===== src/rtl/instruction_fetch.sv =====
// instruction_fetch: fetch stage in front of a combinational instruction memory.
// It owns the PC and drives imem_addr. The memory word is registered into IF/ID
// with a valid bit. Start-up, stall, redirect and end-of-program halt are all
// handled by one IDLE/RUN/HALTED machine.
// Optional build macro FETCH_PERF_CNT_EN adds two saturating 16-bit counters:
// fetch_count and stall_count.
//
// Handshake note: there is no valid/ready pair here. stall is a hold request
// that applies on the edge where it is sampled. redirect_valid is a one-cycle
// command that also applies on the edge where it is sampled. redirect_valid
// wins over stall, and reset wins over both.
module instruction_fetch #(
   parameter int unsigned ADDR_W   = 6,
   parameter int unsigned DATA_W   = 32,
   parameter int unsigned RESET_PC = 0,
   parameter int unsigned END_ADDR = 9
) (
   input  logic              clk,
   input  logic              reset,
   input  logic              start,
   input  logic              stall,
   input  logic              redirect_valid,
   input  logic [ADDR_W-1:0] redirect_pc,
   output logic [ADDR_W-1:0] imem_addr,
   input  logic [DATA_W-1:0] imem_data,
   output logic [DATA_W-1:0] ifid_instr,
   output logic [ADDR_W-1:0] ifid_pc,
   output logic [ADDR_W-1:0] ifid_pc_plus1,
   output logic              ifid_valid,
   output logic              halted,
   output logic [1:0]        state_dbg
`ifdef FETCH_PERF_CNT_EN
   ,
   output logic [15:0]       fetch_count,
   output logic [15:0]       stall_count
`endif
);

   typedef enum logic [1:0] {
      IDLE   = 2'd0,
      RUN    = 2'd1,
      HALTED = 2'd2
   } state_t;

   localparam logic [ADDR_W-1:0] RESET_A = ADDR_W'(RESET_PC);
   localparam logic [ADDR_W-1:0] END_A   = ADDR_W'(END_ADDR);
   localparam logic [ADDR_W-1:0] ONE_A   = ADDR_W'(1);

   state_t            state;
   logic [ADDR_W-1:0] pc;

   assign imem_addr = pc;
   assign state_dbg = state;

   // FSM, PC and IF/ID register. A redirect squashes the wrong-path word but
   // keeps ifid_pc and ifid_pc_plus1.
   always_ff @(posedge clk) begin
      if (reset) begin
         state         <= IDLE;
         pc            <= RESET_A;
         ifid_instr    <= '0;
         ifid_pc       <= '0;
         ifid_pc_plus1 <= '0;
         ifid_valid    <= 1'b0;
         halted        <= 1'b0;
      end else begin
         case (state)
            IDLE: begin
               ifid_valid <= 1'b0;
               if (redirect_valid) begin
                  pc <= redirect_pc;
               end else if (start) begin
                  state <= RUN;
               end
            end
            RUN: begin
               if (redirect_valid) begin
                  pc         <= redirect_pc;
                  ifid_valid <= 1'b0;
                  ifid_instr <= '0;
               end else if (!stall) begin
                  ifid_instr    <= imem_data;
                  ifid_pc       <= pc;
                  ifid_pc_plus1 <= pc + ONE_A;
                  ifid_valid    <= 1'b1;
                  pc            <= pc + ONE_A;
                  // Halt only on exact equality, so a redirect past the end
                  // runs until it wraps back round to END_ADDR.
                  if (pc == END_A) begin
                     state  <= HALTED;
                     halted <= 1'b1;
                  end
               end
            end
            HALTED: begin
               if (redirect_valid) begin
                  state      <= RUN;
                  halted     <= 1'b0;
                  pc         <= redirect_pc;
                  ifid_valid <= 1'b0;
                  ifid_instr <= '0;
               end else if (!stall) begin
                  ifid_valid <= 1'b0;
                  ifid_instr <= '0;
               end
            end
            default: begin
               state  <= IDLE;
               halted <= 1'b0;
            end
         endcase
      end
   end

`ifdef FETCH_PERF_CNT_EN
   // Saturating performance counters: useful fetches and stalled RUN cycles.
   always_ff @(posedge clk) begin
      if (reset) begin
         fetch_count <= '0;
         stall_count <= '0;
      end else if (state == RUN && !redirect_valid) begin
         if (!stall && fetch_count != 16'hFFFF) begin
            fetch_count <= fetch_count + 16'd1;
         end
         if (stall && stall_count != 16'hFFFF) begin
            stall_count <= stall_count + 16'd1;
         end
      end
   end
`endif

endmodule


===== config.mk =====
export PLATFORM = sky130hd
export DESIGN_NAME = instruction_fetch
export DESIGN_NICKNAME = d
export VERILOG_FILES = /design/src/rtl/instruction_fetch.sv
export SDC_FILE = /design/constraint.sdc
export NUM_CORES = 1
export LEC_CHECK = 0
export CORE_MARGIN = 3
export CORE_UTILIZATION = 42
export DETAILED_ROUTE_END_ITERATION = 8
export HOLD_SLACK_MARGIN = 0.03
export PLACE_DENSITY = 0.89
export SLEW_MARGIN = 20
export SYNTH_ARGS = -nofsm -noshare
export SYNTH_HDL_FRONTEND = slang
export SYNTH_SLANG_ARGS = --single-unit

===== constraint.sdc =====
create_clock -name clk -period 1.79 [get_ports clk]
set_input_delay 0.358 -clock clk [delete_from_list [all_inputs] [get_ports clk]]
set_output_delay 0.358 -clock clk [all_outputs]
set_load 0.05 [all_outputs]

[Word-level counts from Yosys, hierarchy flattened]
Cells that the tools add are included.
Word-level totals
  flip-flop bits (word level): 54
  input port bits: 43
  output and inout port bits: 54
  logic and storage cells: 60
Cells by class
  $add $sub $neg: 1
  eq/ne operators: 12
  muxes and demuxes: 26
  bitwise operators: 3
  reductions and logical operators: 11
Operators with widths (count)
  $mux W32: 4
  $pmux W32 S2: 1
  $mux W6: 3
  $mux W2: 6
  $ne A2 B2 Y1 const B: 6
  $pmux W6 S2: 1
  $reduce_and A3 Y1: 4
  $mux W1: 8
  $add A6 B1 Y6 const B: 1
  $eq A6 B4 Y1 const B: 1
  $ne A3 B3 Y1 const B: 2
  $pmux W1 S3: 2
  $pmux W2 S3: 1
  $reduce_and A6 Y1: 1
  $reduce_and A5 Y1: 1
  $reduce_bool A2 Y1: 2
  $not A1 Y1: 3
  $reduce_bool A3 Y1: 1
  $eq A2 B1 Y1 const B: 1
  $eq A2 B2 Y1 const B: 1
  $logic_not A2 Y1: 1
  $ne A2 B1 Y1 const B: 1
  $reduce_or A2 Y1: 1

[Longest topological paths before layout]
Gate-level depths: netlist (run 1).
  word-level depth: 5
  depth in mapped cells: 6
  depth with buffers taken out: 5

[Least setup slack after synthesis (run 1)]
OpenSTA, ideal clock, no wires.
  kind: register to register
  from: reg state[1], in the netlist state_dbg[1]
  to: reg ifid_instr[29]
  setup time: 0.070 ns
  arrival time: 1.636 ns
  required time: 1.720 ns
  setup slack: 0.084 ns
  cell stages (with the launch flop): 7
  path buffers: 2
  period minus slack after synthesis: 1.706 ns
  cell sequence: dfxtp_1 > buf_2 > and2b_4 > a2bb2oi_4 > buf_6 > nand3_1 > a21oi_1
Between the ends
  longest elaborated chain between the ends: 3
  elaborated cells on any way between the ends: 7
  classes of those cells: eq/ne (4); mux (1); reduce/logical (2)
RTL lines
  from (decl): line 49  | state_t state;
  from (signal assigned): line 59  | state <= IDLE;
  from (signal assigned): line 73  | state <= RUN;
  from (signal assigned): line 90  | state <= HALTED;
  $eq A2 B1 Y1 / $eq A2 B2 Y1 (equally long branches): line 67  | case (state)
  $ne A3 B3 Y1 (no line) / $reduce_bool A2 Y1 (equally long branches)
  $reduce_and A3 Y1 (no line)
  to (signal assigned): line 82  | ifid_instr <= imem_data;
  to (decl): line 26  | output logic [DATA_W-1:0] ifid_instr,
Several ways; a longest one is shown, not always the timed one.
A chain may end at the register's enable or synchronous reset.

[Final worst setup path (run 1)]
  from: in redirect_valid
  to: reg pc[2], in the netlist imem_addr[2]
Between the ends
  longest elaborated chain between the ends: 2
  elaborated cells on any way between the ends: 5
  classes of those cells: eq/ne (2); mux (2); reduce/logical (1)
RTL lines
  from (decl): line 22  | input logic redirect_valid,
  $ne A3 B3 Y1 (no line), or another cell as far along
  $reduce_and A3 Y1 (no line) / $pmux W6 S2 (equally long branches)
  to (signal assigned): line 71  | pc <= redirect_pc;
  to (signal assigned): line 78  | pc <= redirect_pc;
  to (signal assigned): line 86  | pc <= pc + ONE_A;
  to (decl): line 50  | logic [ADDR_W-1:0] pc;
Several ways; a longest one is shown, not always the timed one.

==> impl_summary.md, run 1 <==
Setup path
Data on the critical path is required at its endpoint by 1.98 ns. The largest fanout of any net on the critical path is 10. STA classifies the critical path endpoint as a register. The count of buffer and inverter cells on the critical path is 2.

The worst register-to-register path has a depth of 5. The largest incremental delay on the critical path is roughly 0.47 ns. The signal on the critical path passes through clkdlybuf4s50_1, buf_4, nand2b_1, nor2_1, o21ai_0, a21oi_1. The data arrival at the endpoint of the critical path is about 1.7 ns. The critical path class is input port to register. The total stage count of the critical path is 6. The kind of launch point of the worst setup path is an input port. The slowest stage of the critical path is the clkdlybuf4s50_1 cell. In this design, the largest share of critical-path delay is due to buffers and inverters.

CTS
The worst-skew pair later-pin latency is 0.30 ns. The deepest level of the CTS H-tree is 2. In this run the deepest clock path goes through 2 buffers.

The number of sinks handled by clock tree synthesis is 54. The number of buffers created by CTS is 5. The number of setup buffers added after CTS is 0. The library cell used as clock root buffer is clkbuf_8. Gates resized during post-CTS repair numbered 0.

TritonCTS built the clock tree. The clock transition at the registers of the reported paths is approximately 0.10 ns. For this design, the CTS-stage hold fixing added 0 buffers.

Power
In this run the static leakage power is 1.29 nW. For this design the ratio of total power to cell area is roughly 770 mW/mm². IR analysis of the VDD net gives a maximum drop of between 0.0004 and 0.0005 V. The power consumption is approximately 0.0026 W.

STA
The number of hold violations in the final report is 0. The minimum clock period after layout is around 1.5 ns. The setup clock skew after layout is ~0.0056 ns.

The number of max-slew violations in the final report is 0. Setup repair after global routing left no endpoint under its margin. The slew at the pin closest to its max-slew limit is roughly 0.40 ns. Derived from the worst setup path, the maximum achievable clock frequency is 0.650 GHz. Setup violations remaining at the end of the flow were counted as 0. Hold is met by between 0.4 and 0.5 ns.

In the finished design, the share of the clock period the worst path needs comes to 85.9%. The headroom to the max-slew limit is between 70% and 80%.

Routing
The number of vias after detailed routing is ~2,300. The detailed-route DRC error count is 0. The routed wire length per instance is approximately 14 µm. Once detail routing completed, the nets flagged for antenna violations numbered 0. The first detailed-routing pass ran for 4 iterations. Summed over all layers, the routed wires come to between 6000 and 7000 µm.

The routed via count divided by cell count is between 5 and 6. The detailed router finished its first iteration with between 90 and 100 violations.

Synth
Counting every net in the synthesized netlist gives 316. After technology mapping, the gate count stands at roughly 270. The largest area contributor in the netlist is dfxtp_1. The fraction of the mapped netlist area in compound gates is between 15 and 20%. The portion of netlist area occupied by mux cells is less than 1%.

The synthesized netlist occupies a cell area of ~0.0023 mm². After synthesis, the largest family of logic cells by area is simple AND/OR/NAND/NOR gates. Ranked by total cell area, the synthesized netlist is headed by dfxtp_1 (47%), a21oi_1 (9.4%), nand2_1 (8.6%), nand3_1 (8.3%), a211oi_1 (3.9%). The post-synthesis share of cell area spent on and, or, nand and nor gates is between 20% and 30%. The Yosys step of the flow raised 0 warnings. The number of distinct standard cells referenced by the synthesized netlist is 42. The average instance in the mapped netlist occupies between 8 and 9 µm².

The post-synthesis share of cell area spent on full adders, half adders and majority gates is under 10%. The total of flip-flops plus latches after synthesis is 54. The top cell type's share of synthesized area is a little under half. The share of the Yosys chip area taken by registers is between 40% and 50%.

The parity-gate share of the synthesized area counting xor and xnor cells is around 1.5%.

Worst hold path
The worst hold path class is register to register. The instance count along the most critical hold path is 2.

Final layout
The final non-filler cell area is approximately 0.0034 mm². In the final layout, the multi-input gates occupy approximately 0.0011 mm². The number of diodes added for antenna fixing is 0. The library cell used most frequently in the layout, excluding fill and tap cells, is buf_4.

The number of nets in the layout is 413. The library cells used most frequently in the layout, excluding fill and tap cells, are buf_4 (60), dfxtp_1 (54), nand2_1 (52). The register area is 0.00108 mm². The share of final-layout standard cells stronger than drive strength 1 is roughly a quarter.

Relative to the synthesized area, the layout overhead comes to 48.7%. The filler cell count in the final layout is between 400 and 500.

Placement
The HPWL after detailed placement is around 4200 µm. The post-placement cell area is about 0.0033 mm². In this run the tool buffered the top-level ports with between 90 and 100 buffer cells. The placer congestion estimate is approximately 0.87.

GRT
The initial antenna violation count was 0. The global-route usage over all layers is between 10% and 20%. The first global-routing pass estimated approximately 10000 µm of wire. The number of global-route vias before repair came to about 2,200. Entering global routing, the biggest net connects 55 pins. The overall overflow remaining after global route is 0.

Die
The number of top-level design ports is just under 100. In this run the horizontal extent of the chip is around 80 µm. The die covers 0.00635 mm².

The initial utilization of the core area, before any placement, comes to around 44%. The standard-cell row count is 26. The total area inside the core boundary comes to 0.00517 mm².

The vertical die dimension is around 80 µm.

Run
The count of max-cap constraint violations is 0.

Status
The flow ran to the end, and the final reports show no timing, DRC or antenna violations.
## logic make-up after synthesis
family	count (synthesis)
muxes	1
DFF	54
adders and majority gates	2
xor gates and xnor gates	4
buffers and inverters	24
AOI/OAI and AO/OA	70
and+or+nand+nor	116
## report_power, final
group          leakage, nW  internal, W  switching (W)
clock               0.0504     0.000416       0.000407
combinational        0.801     0.000227       0.000300
sequential           0.438      0.00124      0.0000344
total                 1.29      0.00188       0.000741
## flip-flops by register name (all words and copies together) (netlist names)
name	count
ifid_pc_plus1	6
state_dbg	2
ifid_instr	32
halted	1
ifid_valid	1
imem_addr	6
ifid_pc	6
## worst paths after layout
path | startpoint | end | slack, ns
setup / recovery | redirect_valid | imem_addr[2]$_SDFFE_PP0P_ | 0.25
setup reg to reg | state_dbg[1]$_SDFFE_PP0P_ | ifid_instr[29]$_SDFFE_PP0P_ | 0.32
hold reg to reg | ifid_instr[10]$_SDFFE_PP0P_ | ifid_instr[10]$_SDFFE_PP0P_ | 0.46
hold / removal | ifid_instr[10]$_SDFFE_PP0P_ | ifid_instr[10]$_SDFFE_PP0P_ | 0.46
## per-layer routing
metal  up-vias  GRT usage, %  wire length, µm
li1       1138             -                -
met1      1053          23.4             2610
met2        76          33.9             2920
met3        12          5.08              405
met4         0          5.84              102
met5         -             0                0
## through the flow
step,util [%],std cells,setup TNS [ns],worst slack [ns]
after floorplan,-,271,0,0.0836
after global placement,63.4,431,0,0.00945
after detailed placement,63.4,431,-0.0201,-0.0123
after CTS,65.6,439,0,0.251
after global routing,65.6,439,0,0.159
final,65.6,439,0,0.253
## tightest hold or removal path, cell delays in order, from the launching register on
cell,delay (ns)
dfxtp_1,0.32
nand2_1,0.05
a21oi_1,0.05
## cells in the mapped netlist, drive strengths merged
cell / count
clkbuf: 5
a21oi: 43
nor4b: 1
nand2b: 2
o32ai: 2
o2bb2ai: 2
o21ai: 3
a41oi: 1
o21a: 1
a31oi: 1
nor2: 13
a2bb2oi: 2
or3: 1
nand3: 38
inv: 4
buf: 15
xnor2: 3
mux2: 1
nor2b: 4
xor2: 1
nand2: 52
o22a: 1
dfxtp: 54
nor3b: 1
a21bo: 1
or2: 1
o22ai: 1
and2b: 1
nor3: 1
and3: 1
ha: 2
a211oi: 12
## layout make-up
type                            count  area share (%)
Clock buffer                        5            2.03
Clock inverter                      3            1.33
Inverter                            4           0.443
Multi-Input combinational cell    193            31.5
Sequential cell                    54            31.9
Tap cell                           70            2.58
Timing Repair Buffer              110            30.2
(Power assumes the default switching activity.)
==> inputs of run 2 (changes only) <==
--- a/config.mk
+++ b/config.mk
@@ -6,10 +6,11 @@
 export NUM_CORES = 1
 export LEC_CHECK = 0
 export CORE_MARGIN = 3
-export CORE_UTILIZATION = 42
+export CORE_UTILIZATION = 39
+export CTS_BUF_LIST = sky130_fd_sc_hd__clkbuf_8
 export DETAILED_ROUTE_END_ITERATION = 8
 export HOLD_SLACK_MARGIN = 0.03
-export PLACE_DENSITY = 0.89
+export PLACE_DENSITY_LB_ADDON = 0.05
 export SLEW_MARGIN = 20
 export SYNTH_ARGS = -nofsm -noshare
 export SYNTH_HDL_FRONTEND = slang
==> constraint.sdc (replaced) <==
create_clock -name clk -period 1.3 [get_ports clk]
set_input_delay 0.26 -clock clk [delete_from_list [all_inputs] [get_ports clk]]
set_output_delay 0.26 -clock clk [all_outputs]
set_load 0.05 [all_outputs]
==> impl_summary.md, run 2 (synthesis results as in run 1) <==
Routing
The routed wire length per instance is 15.4 µm (was 13.7 µm). The number of detailed-routing iterations run before antenna repair is 4 (unchanged). The number of vias after detailed routing is 2,364 (was 2,279).

The aggregate routed wire length is 7040 µm (was 6030 µm). The remaining antenna violation count after routing is 0 (unchanged). The routed via count divided by cell count is 5.18 (was 5.19). The number of DRC violations after detailed-routing iteration 0 is 91 (was 94). The detailed-route DRC error count is 0 (unchanged).

Final layout
The number of nets in the layout was 429 (was 413). The most common cell after layout, fill and taps aside was buf_12 (was buf_4). The share of final-layout standard cells stronger than drive strength 1 is 32.0% (was 23.8%). The number of diodes added for antenna fixing is 0 (unchanged). The layout overhead on the synthesized area is 89.9% (was 48.7%). The number of cells in the finished layout apart from fillers was 456 (was 439).

The register containing the most flip-flops in the final layout was ifid_instr (unchanged). The flip-flop count of the largest register after layout came to 32 (unchanged). Leading cell types in the layout, fill and taps excluded: buf_12 (60), nand2_1 (52), dfxtp_1 (46) (was buf_4 (60), dfxtp_1 (54), nand2_1 (52)).

STA
The headroom to the max-slew limit is 80.8% (was 72.9%). The slew at the pin closest to its max-slew limit came to 0.286 ns (was 0.401 ns). The number of hold violations in the final report was 0 (unchanged). Dividing the final minimum period by the clock period gives 105%. The final setup slack of the worst path is -0.0703 ns (was 0.253 ns).

The worst hold margin was 0.426 ns (was 0.456 ns). Unrepaired setup endpoints after global routing: yes (was no). The number of max-slew violations in the final report came to 0 (unchanged). The setup clock skew after layout is 0.00357 ns (was 0.00556 ns).

For this run, the top clock speed supported by timing is 0.730 GHz. After layout, the minimum clock period comes to 1.37 ns. The total setup violations reported at the end of the flow is 33 (was 0).

Die
The vertical die dimension was 82.5 µm (was 79.7 µm). The starting density of the core is 40.9% (was 44.1%). The area enclosed by the die boundary came to 0.00680 mm² (was 0.00635 mm²). The core area is 0.00557 mm² (was 0.00517 mm²). The number of top-level design ports is 97 (unchanged). The chip width is 82.5 µm (was 79.7 µm). The standard-cell row count came to 27 (was 26).

Setup path
The kind of end point of the critical path is a register (unchanged). The required time at the endpoint of the critical path came to 1.53 ns (was 1.98 ns). The launch point of the critical path is state_dbg[0]$_SDFFE_PP0P_ (was redirect_valid). The largest fanout of any net on the critical path was 8 (was 10). The critical path class is register to register (was input port to register). The kind of launch point of the worst setup path was a register (was input port). The largest incremental delay on the critical path is 0.36 ns (was 0.47 ns). Ordered cell list for the critical path: and2b_4, a2bb2oi_4, buf_6, clkbuf_16, nand3_1, a21oi_1 (was clkdlybuf4s50_1, buf_4, nand2b_1, nor2_1, o21ai_0, a21oi_1). The data arrival at the endpoint of the critical path is 1.60 ns (was 1.73 ns). The slowest library cell on the worst path is dfxtp_4 (was clkdlybuf4s50_1). The launching point of the worst reg2reg path is state_dbg[0]$_SDFFE_PP0P_ (was state_dbg[1]$_SDFFE_PP0P_).

Power
The switching component of the power came to 0.00103 W (was 0.000741 W). The proportion of power drawn by combinational gates is 25.5% (was 20.1%). The part of the power in registers came to 46.7% (was 48.5%).

The relative contribution of the clock network to total power is 27.8% (was 31.4%). The switching portion of total power is 27.1% (was 28.2%). The internal power is 0.00277 W (was 0.00188 W). The cell leakage power is 1.56 nW (was 1.29 nW). The maximum vdd drop was 0.000649 V (was 0.000429 V). The total power density per cell area is 876 mW/mm² (was 773 mW/mm²).

GRT
The number of global-route vias before repair came to 2,215 (was 2,175). The overall overflow remaining after global route is 0 (unchanged). The maximum number of pins on one net before global-route repair is 55 (unchanged). The global-route usage over all layers is 20.1% (was 19.5%). The first-pass GRT wire length is 10,600 µm (was 9980 µm). The initial antenna violation count is 0 (unchanged).

CTS
The deepest level of the CTS H-tree is 2 (unchanged). The TritonCTS clock tree is built (unchanged). The worst-skew pair later-pin latency is 0.29 ns (was 0.30 ns). The clock transition at the registers of the reported paths was 0.09 ns (was 0.10 ns). The number of sinks handled by clock tree synthesis was 54 (unchanged).

The library cell used as clock root buffer is clkbuf_8 (unchanged). The number of buffers created by CTS is 5 (unchanged). The maximum buffer depth of the clock tree is 2 (unchanged).

Worst hold path
The startpoint of the tightest hold check path is reset (was ifid_instr[10]$_SDFFE_PP0P_). The worst hold path class was input port to register (was register to register).

Status
The checks that failed: setup timing. Run status: finished, violations left (was completed).

Placement
The placer congestion estimate is 0.845 (was 0.873). The HPWL after detailed placement is 4890 µm (was 4210 µm). The number of buffers inserted by port buffering is 96 (unchanged). The cell total after placement is 441 (was 431).

Run
The count of max-cap constraint violations is 0 (unchanged).
## run 2: changes by cell type in the layout (fill, tap and decap cells not counted), moves of 4 or more
cell     previous run  this run
dfxtp_4             0         5
buf_12              8        60
a21oi_1            43        39
buf_6               0         4
buf_4              60        16
dfxtp_1            54        46
a21oi_2             0         4
## run 2: path summary, 6_finish.rpt
path	depth (start not counted)	slack (ns)	end
worst max-delay path	6	-0.07	ifid_instr[23]$_SDFFE_PP0P_
worst min-delay path	3	0.43	ifid_instr[7]$_SDFFE_PP0P_
worst max register to register	6	-0.07	ifid_instr[23]$_SDFFE_PP0P_
worst min register to register	2	0.49	ifid_instr[10]$_SDFFE_PP0P_
## run 2: per-layer routing
layer	up-vias	wire, µm	global-route usage (%)
met2	75	3470	34.1
met4	0	42	4.32
met3	4	599	6.62
met5	-	0	0
li1	1167	-	-
met1	1118	2930	24.7
## run 2: worst max-delay path, delay by kind of cell, from the launching register on
family,cells,cell delay [ns]
buf+inv,2,0.30
flops,1,0.36
compound gates,2,0.30
simple gates,2,0.36
## run 2: stage by stage
stage / total power, W / TNS, ns / cell area [µm²] / utilization [%] / worst slack (ns)
3_3_place_gp: 0.00269 / -15.09 / 4040 / 72.5 / -0.362
4_1_cts: 0.00377 / -0.820 / 4150 / 74.4 / -0.0720
6_report: 0.00379 / -1.39 / 4330 / 77.7 / -0.0703
5_1_grt: 0.00396 / -4.03 / 4330 / 77.7 / -0.135
3_5_place_dp: 0.00270 / -17.70 / 4040 / 72.5 / -0.390
2_1_floorplan: 0.00221 / -2.52 / 2350 / - / -0.0748
## run 2: power groups by stage
stage	logic [W]	clock network, W	registers, W
after floorplan	0.000245	0	0.00196
after global placement	0.000886	0	0.00181
after detailed placement	0.000896	0	0.00181
after CTS	0.000900	0.00110	0.00177
after global routing	0.00102	0.00116	0.00178
final	0.000967	0.00106	0.00177
## run 2: layout make-up
class	instances	area, µm²
clock buffer	5	68.8
clock inverter	2	33.8
fill	395	1240
inverter	4	15.0
multi-input combinational	193	1160
sequential	54	1100
tap	72	90.1
timing repair buffer	126	1860
## run 2: timing repair
item	CTS	global route
pin swaps	1	7
hold buffers	0	0
gates cloned	0	4
buffers inserted	0	5
endpoints found under the setup margin	50	49
gates resized for setup	4	15
